[src/rtl/mp_mul_seq.sv]
// mp_mul_seq: sequencer for a schoolbook multi-precision multiply.
// Walks rows i = 0..N-1 of A*B[i]. For each row it streams N limb ops
// into the mul_acc core and writes the returned words into the R scratchpad.
// It then stores the row's final carry at R[i+N].
// A tag shift register tracks each op through the MAC latency. Its tail is
// aligned with mac_out and decides the write and the MAC carry controls.
// MAC_LAT must be at least 2.

module mp_mul_seq #(
    parameter int CP_D_WIDTH = 72,
    parameter int N_W        = 4,
    parameter int ADDR_W     = 5,
    parameter int MAC_LAT    = 6
) (
    input  logic                  clock,
    input  logic                  nreset,
    input  logic                  start,
    input  logic [N_W-1:0]        n_limbs,
    output logic                  busy,
    output logic                  done,
    output logic [ADDR_W-1:0]     a_addr,
    output logic [ADDR_W-1:0]     b_addr,
    input  logic [CP_D_WIDTH-1:0] a_data,
    input  logic [CP_D_WIDTH-1:0] b_data,
    output logic [ADDR_W-1:0]     r_raddr,
    input  logic [CP_D_WIDTH-1:0] r_rdata,
    output logic                  r_we,
    output logic [ADDR_W-1:0]     r_waddr,
    output logic [CP_D_WIDTH-1:0] r_wdata,
    output logic                  mac_en,
    output logic                  mac_arith_op,
    output logic                  mac_reg_op,
    output logic [CP_D_WIDTH-1:0] mac_a,
    output logic [CP_D_WIDTH-1:0] mac_b,
    output logic [CP_D_WIDTH-1:0] mac_c,
    input  logic [CP_D_WIDTH-1:0] mac_out,
    input  logic [CP_D_WIDTH-1:0] mac_carry
);

    typedef enum logic [2:0] {
        ST_IDLE  = 3'd0,
        ST_ISSUE = 3'd1,
        ST_DRAIN = 3'd2,
        ST_CARRY = 3'd3,
        ST_DONE  = 3'd4
    } state_t;

    state_t                        state_q;
    logic [N_W-1:0]                n_q;
    logic [N_W-1:0]                i_q;
    logic [N_W-1:0]                j_q;

    // Operand stage: describes the op whose read data is arriving this cycle.
    logic                          op_vld_q;
    logic                          op_first_q;
    logic                          op_row0_q;
    logic [ADDR_W-1:0]             op_addr_q;

    // Tag pipeline; index MAC_LAT-1 lines up with mac_out.
    logic [MAC_LAT-1:0]            tag_vld_q;
    logic [MAC_LAT-1:0]            tag_first_q;
    logic [MAC_LAT-1:0][ADDR_W-1:0] tag_addr_q;

    logic                          issue_s;
    logic [N_W-1:0]                n_last_s;
    logic [ADDR_W-1:0]             sum_addr_s;
    logic [ADDR_W-1:0]             carry_addr_s;
    logic                          drain_done_s;
    logic                          tag_out_vld_s;

    assign issue_s       = (state_q == ST_ISSUE);
    assign n_last_s      = n_q - N_W'(1);
    assign sum_addr_s    = ADDR_W'(i_q) + ADDR_W'(j_q);
    assign carry_addr_s  = ADDR_W'(i_q) + ADDR_W'(n_q);
    assign tag_out_vld_s = tag_vld_q[MAC_LAT-1];

    // The row's last result is at the tail when nothing valid is behind it.
    assign drain_done_s  = tag_out_vld_s && !op_vld_q &&
                           (tag_vld_q[MAC_LAT-2:0] == {(MAC_LAT-1){1'b0}});

    // Status and read ports are decoded straight from the state registers.
    assign busy    = (state_q != ST_IDLE);
    assign done    = (state_q == ST_DONE);
    // An empty run has nothing to compute, so the MAC is never enabled for it.
    assign mac_en  = busy && (n_q != {N_W{1'b0}});
    assign a_addr  = issue_s ? ADDR_W'(j_q) : {ADDR_W{1'b0}};
    assign b_addr  = issue_s ? ADDR_W'(i_q) : {ADDR_W{1'b0}};
    assign r_raddr = issue_s ? sum_addr_s   : {ADDR_W{1'b0}};

    // Row/column sequencing FSM.
    always_ff @(posedge clock) begin
        if (!nreset) begin
            state_q <= ST_IDLE;
            n_q     <= {N_W{1'b0}};
            i_q     <= {N_W{1'b0}};
            j_q     <= {N_W{1'b0}};
        end else begin
            case (state_q)
                ST_IDLE: begin
                    if (start) begin
                        n_q     <= n_limbs;
                        i_q     <= {N_W{1'b0}};
                        j_q     <= {N_W{1'b0}};
                        state_q <= (n_limbs == {N_W{1'b0}}) ? ST_DONE : ST_ISSUE;
                    end
                end
                ST_ISSUE: begin
                    if (j_q == n_last_s) begin
                        j_q     <= {N_W{1'b0}};
                        state_q <= ST_DRAIN;
                    end else begin
                        j_q     <= j_q + N_W'(1);
                    end
                end
                ST_DRAIN: begin
                    if (drain_done_s) begin
                        state_q <= ST_CARRY;
                    end
                end
                ST_CARRY: begin
                    if (i_q == n_last_s) begin
                        state_q <= ST_DONE;
                    end else begin
                        i_q     <= i_q + N_W'(1);
                        state_q <= ST_ISSUE;
                    end
                end
                ST_DONE: begin
                    state_q <= ST_IDLE;
                end
                default: begin
                    state_q <= ST_IDLE;
                end
            endcase
        end
    end

    // Operand-stage tag and MAC-latency tag shift register.
    always_ff @(posedge clock) begin
        if (!nreset) begin
            op_vld_q    <= 1'b0;
            op_first_q  <= 1'b0;
            op_row0_q   <= 1'b0;
            op_addr_q   <= {ADDR_W{1'b0}};
            tag_vld_q   <= {MAC_LAT{1'b0}};
            tag_first_q <= {MAC_LAT{1'b0}};
            tag_addr_q  <= {(MAC_LAT*ADDR_W){1'b0}};
        end else begin
            op_vld_q    <= issue_s;
            op_first_q  <= issue_s && (j_q == {N_W{1'b0}});
            op_row0_q   <= issue_s && (i_q == {N_W{1'b0}});
            op_addr_q   <= issue_s ? sum_addr_s : {ADDR_W{1'b0}};
            tag_vld_q   <= {tag_vld_q[MAC_LAT-2:0], op_vld_q};
            tag_first_q <= {tag_first_q[MAC_LAT-2:0], op_first_q};
            tag_addr_q  <= {tag_addr_q[MAC_LAT-2:0], op_addr_q};
        end
    end

    // Operands to the MAC; row 0 ignores the scratchpad so R needs no clear.
    always_comb begin
        mac_a = {CP_D_WIDTH{1'b0}};
        mac_b = {CP_D_WIDTH{1'b0}};
        mac_c = {CP_D_WIDTH{1'b0}};
        if (op_vld_q) begin
            mac_a = a_data;
            mac_b = b_data;
            mac_c = op_row0_q ? {CP_D_WIDTH{1'b0}} : r_rdata;
        end else begin
            mac_c = {CP_D_WIDTH{1'b0}};
        end
    end

    // Result write-back and MAC carry control from the tail tag.
    always_comb begin
        r_we         = 1'b0;
        r_waddr      = {ADDR_W{1'b0}};
        r_wdata      = {CP_D_WIDTH{1'b0}};
        mac_arith_op = 1'b0;
        mac_reg_op   = 1'b0;
        if (tag_out_vld_s) begin
            r_we         = 1'b1;
            r_waddr      = tag_addr_q[MAC_LAT-1];
            r_wdata      = mac_out;
            mac_arith_op = !tag_first_q[MAC_LAT-1];
            mac_reg_op   = 1'b0;
        end else if (state_q == ST_CARRY) begin
            r_we         = 1'b1;
            r_waddr      = carry_addr_s;
            r_wdata      = mac_carry;
            mac_reg_op   = 1'b1;
        end else begin
            mac_reg_op   = busy;
        end
    end

endmodule

[config.mk]
export PLATFORM = sky130hd
export DESIGN_NAME = mp_mul_seq
export DESIGN_NICKNAME = d
export VERILOG_FILES = /design/src/rtl/mp_mul_seq.sv
export SDC_FILE = /design/constraint.sdc
export NUM_CORES = 1
export LEC_CHECK = 0
export CORE_AREA = 2 2 268 270
export DETAILED_ROUTE_END_ITERATION = 6
export DIE_AREA = 0 0 270 272
export DONT_BUFFER_PORTS = 1
export PLACE_DENSITY_LB_ADDON = 0.08
export SLEW_MARGIN = 20
export SYNTH_ARGS = -nofsm -noshare
export SYNTH_HDL_FRONTEND = slang
export SYNTH_SLANG_ARGS = --single-unit
[constraint.sdc]
create_clock -name clock -period 4.9 [get_ports clock]
set_input_delay 1.47 -clock clock [delete_from_list [all_inputs] [get_ports clock]]
set_output_delay 1.47 -clock clock [all_outputs]
set_load 0.02 [all_outputs]
[Word level (Yosys, flattened, before mapping)]
Index checks and enable logic that the tools add are counted.
Cells by class
  $add $sub $neg: 5
  equal/unequal tests: 10
  muxes and demuxes: 27
  reduce and logical (&&, ||, !) cells: 20
Operator list (number)
  $mux 72: 6
  $mux 4: 5
  $pmux 4 s2: 2
  $mux 3: 5
  $mux 5: 3
  $logic_not 4->1: 3
  $pmux 3 s4: 1
  $add 4x4->5: 2
  $add 4x1->4 const B: 2
  $eq 4x4->1: 2
  $eq 3x2->1 const B: 2
  $ne 2x2->1 const B: 3
  $reduce_and 3->1: 2
  $logic_and 1x1->1: 5
  $logic_not 5->1: 1
  $mux 1: 5
  $reduce_and 2->1: 2
  $reduce_bool 2->1: 2
  $reduce_bool 4->1: 1
  $sub 4x1->4 const B: 1
  $eq 3x1->1 const B: 1
  $eq 3x3->1 const B: 1
  $logic_not 3->1: 1
  $reduce_bool 3->1: 1
  other kinds (2): 3
Storage, ports and cells
  register bits after elaboration: 65
  output and inout port bits: 314

[Depth between registers and ports, before layout]
Gate-level depths: netlist of the first run.
  depth after elaboration: 5
  mapped depth: 7
  gate-level depth less buffers: 7

[Least setup slack after synthesis of the first run]
No wires, ideal clock.
  kind: input port to output port
  start point: input mac_carry[42]
  end point: output r_wdata[42]
  arrival time: 1989 ps
  required time: 3430 ps
  slack: 1441 ps
  stages on the path: 2
  cells stage by stage: nand2_1 > o21ai_0
Between the ends
  cells in the longest elaborated chain, start to end: 2
RTL lines
  start: declaration: RTL line 37  | input logic [CP_D_WIDTH-1:0] mac_carry
  $mux 72: RTL line 186  | end else if (state_q == ST_CARRY) begin
  $mux 72: RTL line 180  | if (tag_out_vld_s) begin
  end: declaration: RTL line 29  | output logic [CP_D_WIDTH-1:0] r_wdata,
No other way between the ends.

[Final worst setup path of the first run]
  start point: register state_q[0]
  end point: output r_wdata[58]
Between the ends
  cells in the longest elaborated chain, start to end: 3
RTL lines
  start: declaration: RTL line 48  | state_t state_q;
  start signal: assignment: RTL line 104  | state_q <= (n_limbs == {N_W{1'b0}}) ? ST_DONE : ST_ISSUE;
  $eq 3x2->1: RTL line 186
  $mux 72: RTL line 186
  $mux 72: RTL line 180
No other way between the ends.

==> flow_summary.ini, run 1 <==
[worst_setup_path]
critPathKind = flop to output pin
cpPeakStageDelay_ns = 0.76
worstPathArrival_ns = 2.78
path_cells = and3b_2 -> buf_4 -> nand2_1 -> o21ai_0
reg2reg_from = state_q[0]
end_kind = output pin
r2r_end = i_q[2]
startpoint_type = flop
cp_max_fo = 31
crit_path_top_delay_cell = o21ai_0
r2r_cells = 5
ff2ff_setup_slack_ns = 2.49
required_ns = 3.43
crit_start = state_q[0]

[global_routing]
grt_pass1_wl_um = 47100
antenna_found_initial = 33
grt_max_degree = 147
grt_pass1_vias = 4881
track_usage_pct = 9.34
grt_overflow = 0

[power_and_ir_drop]
powerDensity_nw_per_um2 = 282
combPwrFrac_pct = 30.8
totalPowerFinal_w = 0.00190
intPower_w = 0.00115
swShare_pct = 39.4
p_clk_share_pct = 39.1
p_sw_w = 0.000748
ir_worst_vdd_uv = 106
p_seq_share_pct = 30.1
power_leakage_nw = 2.24

[clock_tree]
cts.clk_slew.worst_paths_ns = 0.06
cts_tree = done
post_cts_buffers = 0
cts_resized = 0
cts_hold_buffers = 0
clock_sinks = 65
insertion_delay_ns = 0.34
cts_buffers = 9
htreeDepth = 3
root_buffer = clkbuf_16
clockBufferDepth = 2

[detailed_routing]
drtIter0Drc = 287
drc = 0
drt-total-wl_um = 37500
ant_nets = 0
wire_per_inst_um = 22.0
drt-pass1-iter-count = 5
viasPerCell = 3.11
num_vias = 5295

[timing]
fin_crit_ns = 4.25
tightestPinTransition_ns = 1.04
finalHoldViolations = 0
setup_tns_ns = 0
fin_crit_sh_pct = 86.7
rsz0062_at_grt = false
fin_ws_ns = 0.650
fin_skew_ns = 0.00579
fmax_mhz = 235
slew_viol_final = 0
report.final.setup_viol = 0
relSlewSlack_pct = 30.4

[flow_run]
drv_cap = 0

[outcome]
status = finished, final reports clean

[die]
rows = 98
start_util_pct = 7.47
die_h_um = 272
num_io_pins = 681
die_w_um = 270
coreArea_um2 = 70800
die_area_um2 = 73400

[place]
io_buffers = 0
dp_slack_ns = 0.944
gp_congestion = 0.874
dp_hpwl_um = 32200
dp.cells = 1682

[logic_synthesis]
synth_warnings = 0
syn-cell-area_um2 = 5280
ys_seq_elements = 65
ys_async_sr_fraction_pct = 0
synthCells = 779
syn-mean-instance-area_um2 = 6.78
ys.flop_type = dfxtp_1
synth-edff-count = 0
yosysUniqueCellTypes = 49
seq_area_frac_synth_pct = 24.6

[hold_path]
hold_path_depth = 1
hold_start = tag_addr_q[13]
hold_path_end = tag_addr_q[18]
hold_path.class = flop to flop

[layout]
fill_cells = 8301
final_layout_size_suffix_gt1_share_pct = 6.28
layout.nets = 1127
syn_to_final_growth_pct = 27.7
final_cells = 1704
==> critical path: cells and delay by family, from the launching register on <==
kind	cells	cell delay, ns
AOI/OAI and AO/OA	1	0.76
and+or+nand+nor	2	0.66
DFF	1	0.59
buffers and inverters	1	0.40
==> sequential cells by signal, indices dropped and copies added (netlist names) <==
name	count
state_q	3
i_q	4
n_q	4
tag_vld_q	6
tag_first_q	6
op_row0_q	1
op_vld_q	1
tag_addr_q	30
op_addr_q	5
op_first_q	1
j_q	4
==> stage by stage <==
step | cell area [um^2] | hold slack, ns | util (%)
final | 6750 | 0.427 | 9.54
after detailed placement | 6370 | 0.417 | 9.01
after global routing | 6740 | 0.441 | 9.53
after CTS | 6710 | 0.432 | 9.48
after global placement | 6370 | 0.418 | 9.01
after floorplan | 5290 | 0.406 | -
==> layout by cell type (no fill, tap or decap), drive strengths merged, types with 2 or more instances in the layout <==
cell type	n
ha	14
dfxtp	65
inv	15
nand3	9
nor2	16
nand2	167
nand2b	3
nor3b	3
buf	17
o2111ai	2
diode	5
or4	7
clkbuf	11
nor4	5
a21oi	10
nor3	6
xor2	6
a21o	3
bufinv	2
o31ai	2
nor2b	4
xnor2	5
and2	264
conb	2
o41ai	3
o21ai	81
nor4b	5
fa	2
==> worst max-delay path by stage <==
stage | end | slack, ns | cells after the start
2_1_floorplan | r_wdata[42] | 1.44 | 2
3_3_place_gp | r_wdata[2] | 0.97 | 4
3_5_place_dp | r_wdata[2] | 0.94 | 4
4_1_cts | r_wdata[2] | 0.57 | 4
5_1_grt | r_wdata[2] | 0.52 | 4
6_report | r_wdata[58] | 0.65 | 4
==> area by class of cell <==
class	instances	area, um^2	area share [%]
Clock buffer	11	253	3.74
Multi-Input combinational cell	637	3700	54.8
Tap cell	950	1190	17.6
Sequential cell	65	1310	19.4
Inverter	14	52.6	0.779
Clock inverter	5	85.1	1.26
Antenna cell	5	12.5	0.185
Timing Repair Buffer	17	148	2.19
==> cells by family after synthesis <==
family                     count (synthesis)  share of synthesized area, %
adders and majority gates                 16                          4.07
and+or+nand+nor                          495                          50.7
DFF                                       65                          24.6
other                                      1                        0.0710
buffers and inverters                     78                          5.80
muxes                                      1                         0.260
AOI/OAI and AO/OA                        110                          11.7
xor gates and xnor gates                  13                          2.70
==> power by group through the flow <==
stage	Sequential [W]	Combinational [W]	Clock (W)
after floorplan	0.000569	0.000448	0
after global placement	0.000586	0.000590	0
after detailed placement	0.000586	0.000585	0
after CTS	0.000575	0.000587	0.000773
after global routing	0.000577	0.000619	0.000799
final	0.000573	0.000585	0.000743
==> metal layers <==
metal | vias up | part of all wire [%] | track usage [%]
li1 | 2411 | - | -
met3 | 51 | 12 | 5.03
met1 | 2460 | 44 | 12.3
met4 | 24 | 0.91 | 1.36
met5 | - | 0.40 | 0
met2 | 349 | 42 | 13.6
==> cell usage after synthesis (all sizes together) (4+ instances only) <==
cell	count	area, um^2
nand2	167	627
inv	14	52.6
or4	7	56.3
a21oi	10	50.1
xnor2	5	43.8
and2	264	1650
nor4	5	31.3
buf	10	51.3
o21ai	81	405
nor2	16	60.1
nor3	6	41.3
xor2	6	52.6
nor2b	4	25.0
nand3	9	45.0
nor4b	5	50.0
dfxtp	65	1300
clkbuf	54	203
ha	14	175
(Power assumes the default switching activity.)
==> run 2, diff against run 1 <==
--- a/config.mk
+++ b/config.mk
@@ -5,10 +5,12 @@
 export SDC_FILE = /design/constraint.sdc
 export NUM_CORES = 1
 export LEC_CHECK = 0
+export CAP_MARGIN = 20
 export CORE_AREA = 2 2 268 270
 export DETAILED_ROUTE_END_ITERATION = 6
 export DIE_AREA = 0 0 270 272
 export DONT_BUFFER_PORTS = 1
+export GPL_TIMING_DRIVEN = 0
 export PLACE_DENSITY_LB_ADDON = 0.08
 export SLEW_MARGIN = 20
 export SYNTH_ARGS = -nofsm -noshare
==> constraint.sdc (replaced) <==
create_clock -name clock -period 4.36 [get_ports clock]
set_input_delay 1.308 -clock clock [delete_from_list [all_inputs] [get_ports clock]]
set_output_delay 1.308 -clock clock [all_outputs]
set_load 0.02 [all_outputs]
==> run 2 against run 1 <==
Cell count is 3.2% higher. Non-clock buffer count grew 46. Hold slack improved by 0.00071 ns. Total power increased by 5.3%. Global-route usage rose by 0.60 points. Combinational power is 17% higher. Highest routed layer unchanged. Via count is 7.3% higher. Critical path type unchanged. Utilization up 0.076 points. Count of clock-buffer cells in the layout down 2.
==> flow_summary.ini, run 2 (synthesis results as in run 1) <==
[outcome]
status = finished, final reports clean

[detailed_routing]
viasPerCell = 3.23
num_vias = 5681
drt-total-wl_um = 40000
drt-pass1-iter-count = 5
drtIter0Drc = 377
wire_per_inst_um = 22.7
ant_nets = 0
drc = 0

[worst_setup_path]
reg2reg_from = n_q[1]
startpoint_type = flop
r2r_end = state_q[2]
required_ns = 3.05
cp_max_fo = 10
worstPathArrival_ns = 2.82
critPathKind = flop to output pin
end_kind = output pin
ff2ff_setup_slack_ns = 1.96
r2r_cells = 6

[global_routing]
grt_pass1_vias = 5221
antenna_found_initial = 44
grt_pass1_wl_um = 49900
grt_overflow = 0
grt_max_degree = 15
track_usage_pct = 9.94

[die]
die_w_um = 270
coreArea_um2 = 70800
die_area_um2 = 73400
die_h_um = 272
rows = 98
start_util_pct = 7.47
num_io_pins = 681

[timing]
report.final.setup_viol = 0
fin_skew_ns = 0.00485
relSlewSlack_pct = 27.8
tightestPinTransition_ns = 1.07
setup_tns_ns = 0
fin_ws_ns = 0.232
worst_hold_slack_ns = 0.427
fmax_mhz = 242
finalHoldViolations = 0
fin_crit_sh_pct = 94.7
slew_viol_final = 0
rsz0062_at_grt = false
fin_crit_ns = 4.13

[layout]
layout_common_cells = 264 x and2_1, 167 x nand2_1, 71 x o21ai_0
top_regs = tag_addr_q (30), tag_first_q (6), tag_vld_q (6)
design_area_um2 = 6800
final_layout_size_suffix_gt1_share_pct = 4.03
top_register = tag_addr_q
layout.nets = 1173
largest_register_ffs = 30
final_common_cell = and2_1
syn_to_final_growth_pct = 28.7

[clock_tree]
insertion_delay_ns = 0.34
root_buffer = clkbuf_16
clockBufferDepth = 2
cts.clk_slew.worst_paths_ns = 0.06
htreeDepth = 3
cts_tree = done
cts_buffers = 9
clock_sinks = 65

[hold_path]
hold_start = tag_addr_q[13]
hold_path_end = tag_addr_q[18]
hold_path_depth = 1
hold_path.class = flop to flop

[place]
dp_slack_ns = 0.314
dpl-instance-area_um2 = 6490
dp_hpwl_um = 35000
gp_congestion = 0.908
io_buffers = 0

[power_and_ir_drop]
power_leakage_nw = 2.22
ir_worst_vdd_uv = 159
powerDensity_nw_per_um2 = 294
totalPowerFinal_w = 0.00200

[flow_run]
drv_cap = 0
[run 2: changes by cell type in the layout (fill, tap and decap cells not counted), sizes merged]
cell,delta
clkbuf,+51
diode,+10
buf,-7
clkinv,+3
bufinv,-2
clkinvlp,+1
inv,-1
[run 2: through the flow]
| step | util [%] | std cells |
|---|---|---|
| after floorplan | - | 780 |
| after global placement | 9.15 | 1730 |
| after detailed placement | 9.17 | 1730 |
| after CTS | 9.55 | 1744 |
| after global routing | 9.58 | 1749 |
| final | 9.62 | 1759 |
[run 2: per-layer routing]
| layer | up-vias | wire, um | GRT usage, % |
|---|---|---|---|
| li1 | 2528 | - | - |
| met1 | 2648 | 16400 | 12.5 |
| met2 | 405 | 17200 | 14.5 |
| met3 | 64 | 5820 | 6.22 |
| met4 | 36 | 361 | 1.52 |
| met5 | - | 219 | 0 |
[run 2: cell type report]
type | count | area, um^2
Sequential cell | 65 | 1300
Clock inverter | 6 | 46.3
Inverter | 14 | 52.6
Buffer | 63 | 250
Antenna cell | 15 | 37.5
Tap cell | 950 | 1190
Fill cell | 8312 | 63900
Clock buffer | 9 | 225
Multi-Input combinational cell | 637 | 3700
[run 2: where the power goes]
| group | total, W | internal, W | leakage (nW) | switching [W] |
|---|---|---|---|---|
| Clock | 0.000682 | 0.000383 | 0.128 | 0.000299 |
| Sequential | 0.000636 | 0.000613 | 0.526 | 0.0000231 |
| Combinational | 0.000683 | 0.000149 | 1.56 | 0.000535 |
[run 2: repair_timing]
action	4_1_cts	5_1_grt
hold buffers	0	0
gates cloned	0	0
setup buffers	0	0
setup endpoints to repair	8	10
resized for setup	0	10
[run 2: worst max-delay path by stage]
stage / to / cells past startpoint / slack, ns / start
2_1_floorplan: r_waddr[2] / 5 / 1.17 / n_q[0]
3_3_place_gp: r_wdata[53] / 5 / 0.33 / tag_vld_q[5]
3_5_place_dp: r_wdata[53] / 5 / 0.31 / tag_vld_q[5]
4_1_cts: r_wdata[49] / 7 / 0.0009 / state_q[2]
5_1_grt: r_wdata[46] / 7 / 0.007 / state_q[2]
6_report: r_wdata[46] / 7 / 0.23 / state_q[2]
[run 2: worst max-delay path: stages, from the launching register on]
cell and delay, ns:
dfxtp_1 0.30, clkbuf_1 0.23, and3b_1 0.26, buf_2 0.22
buf_2 0.30, buf_1 0.44, nand2_1 0.09, o21ai_0 0.62
==> run 3, diff against run 2 <==
--- a/config.mk
+++ b/config.mk
@@ -16,3 +16,4 @@
 export SYNTH_ARGS = -nofsm -noshare
 export SYNTH_HDL_FRONTEND = slang
 export SYNTH_SLANG_ARGS = --single-unit
+export TNS_END_PERCENT = 20
==> results of run 3 <==
Final layout, timing and power as in run 2 (identical DEF).
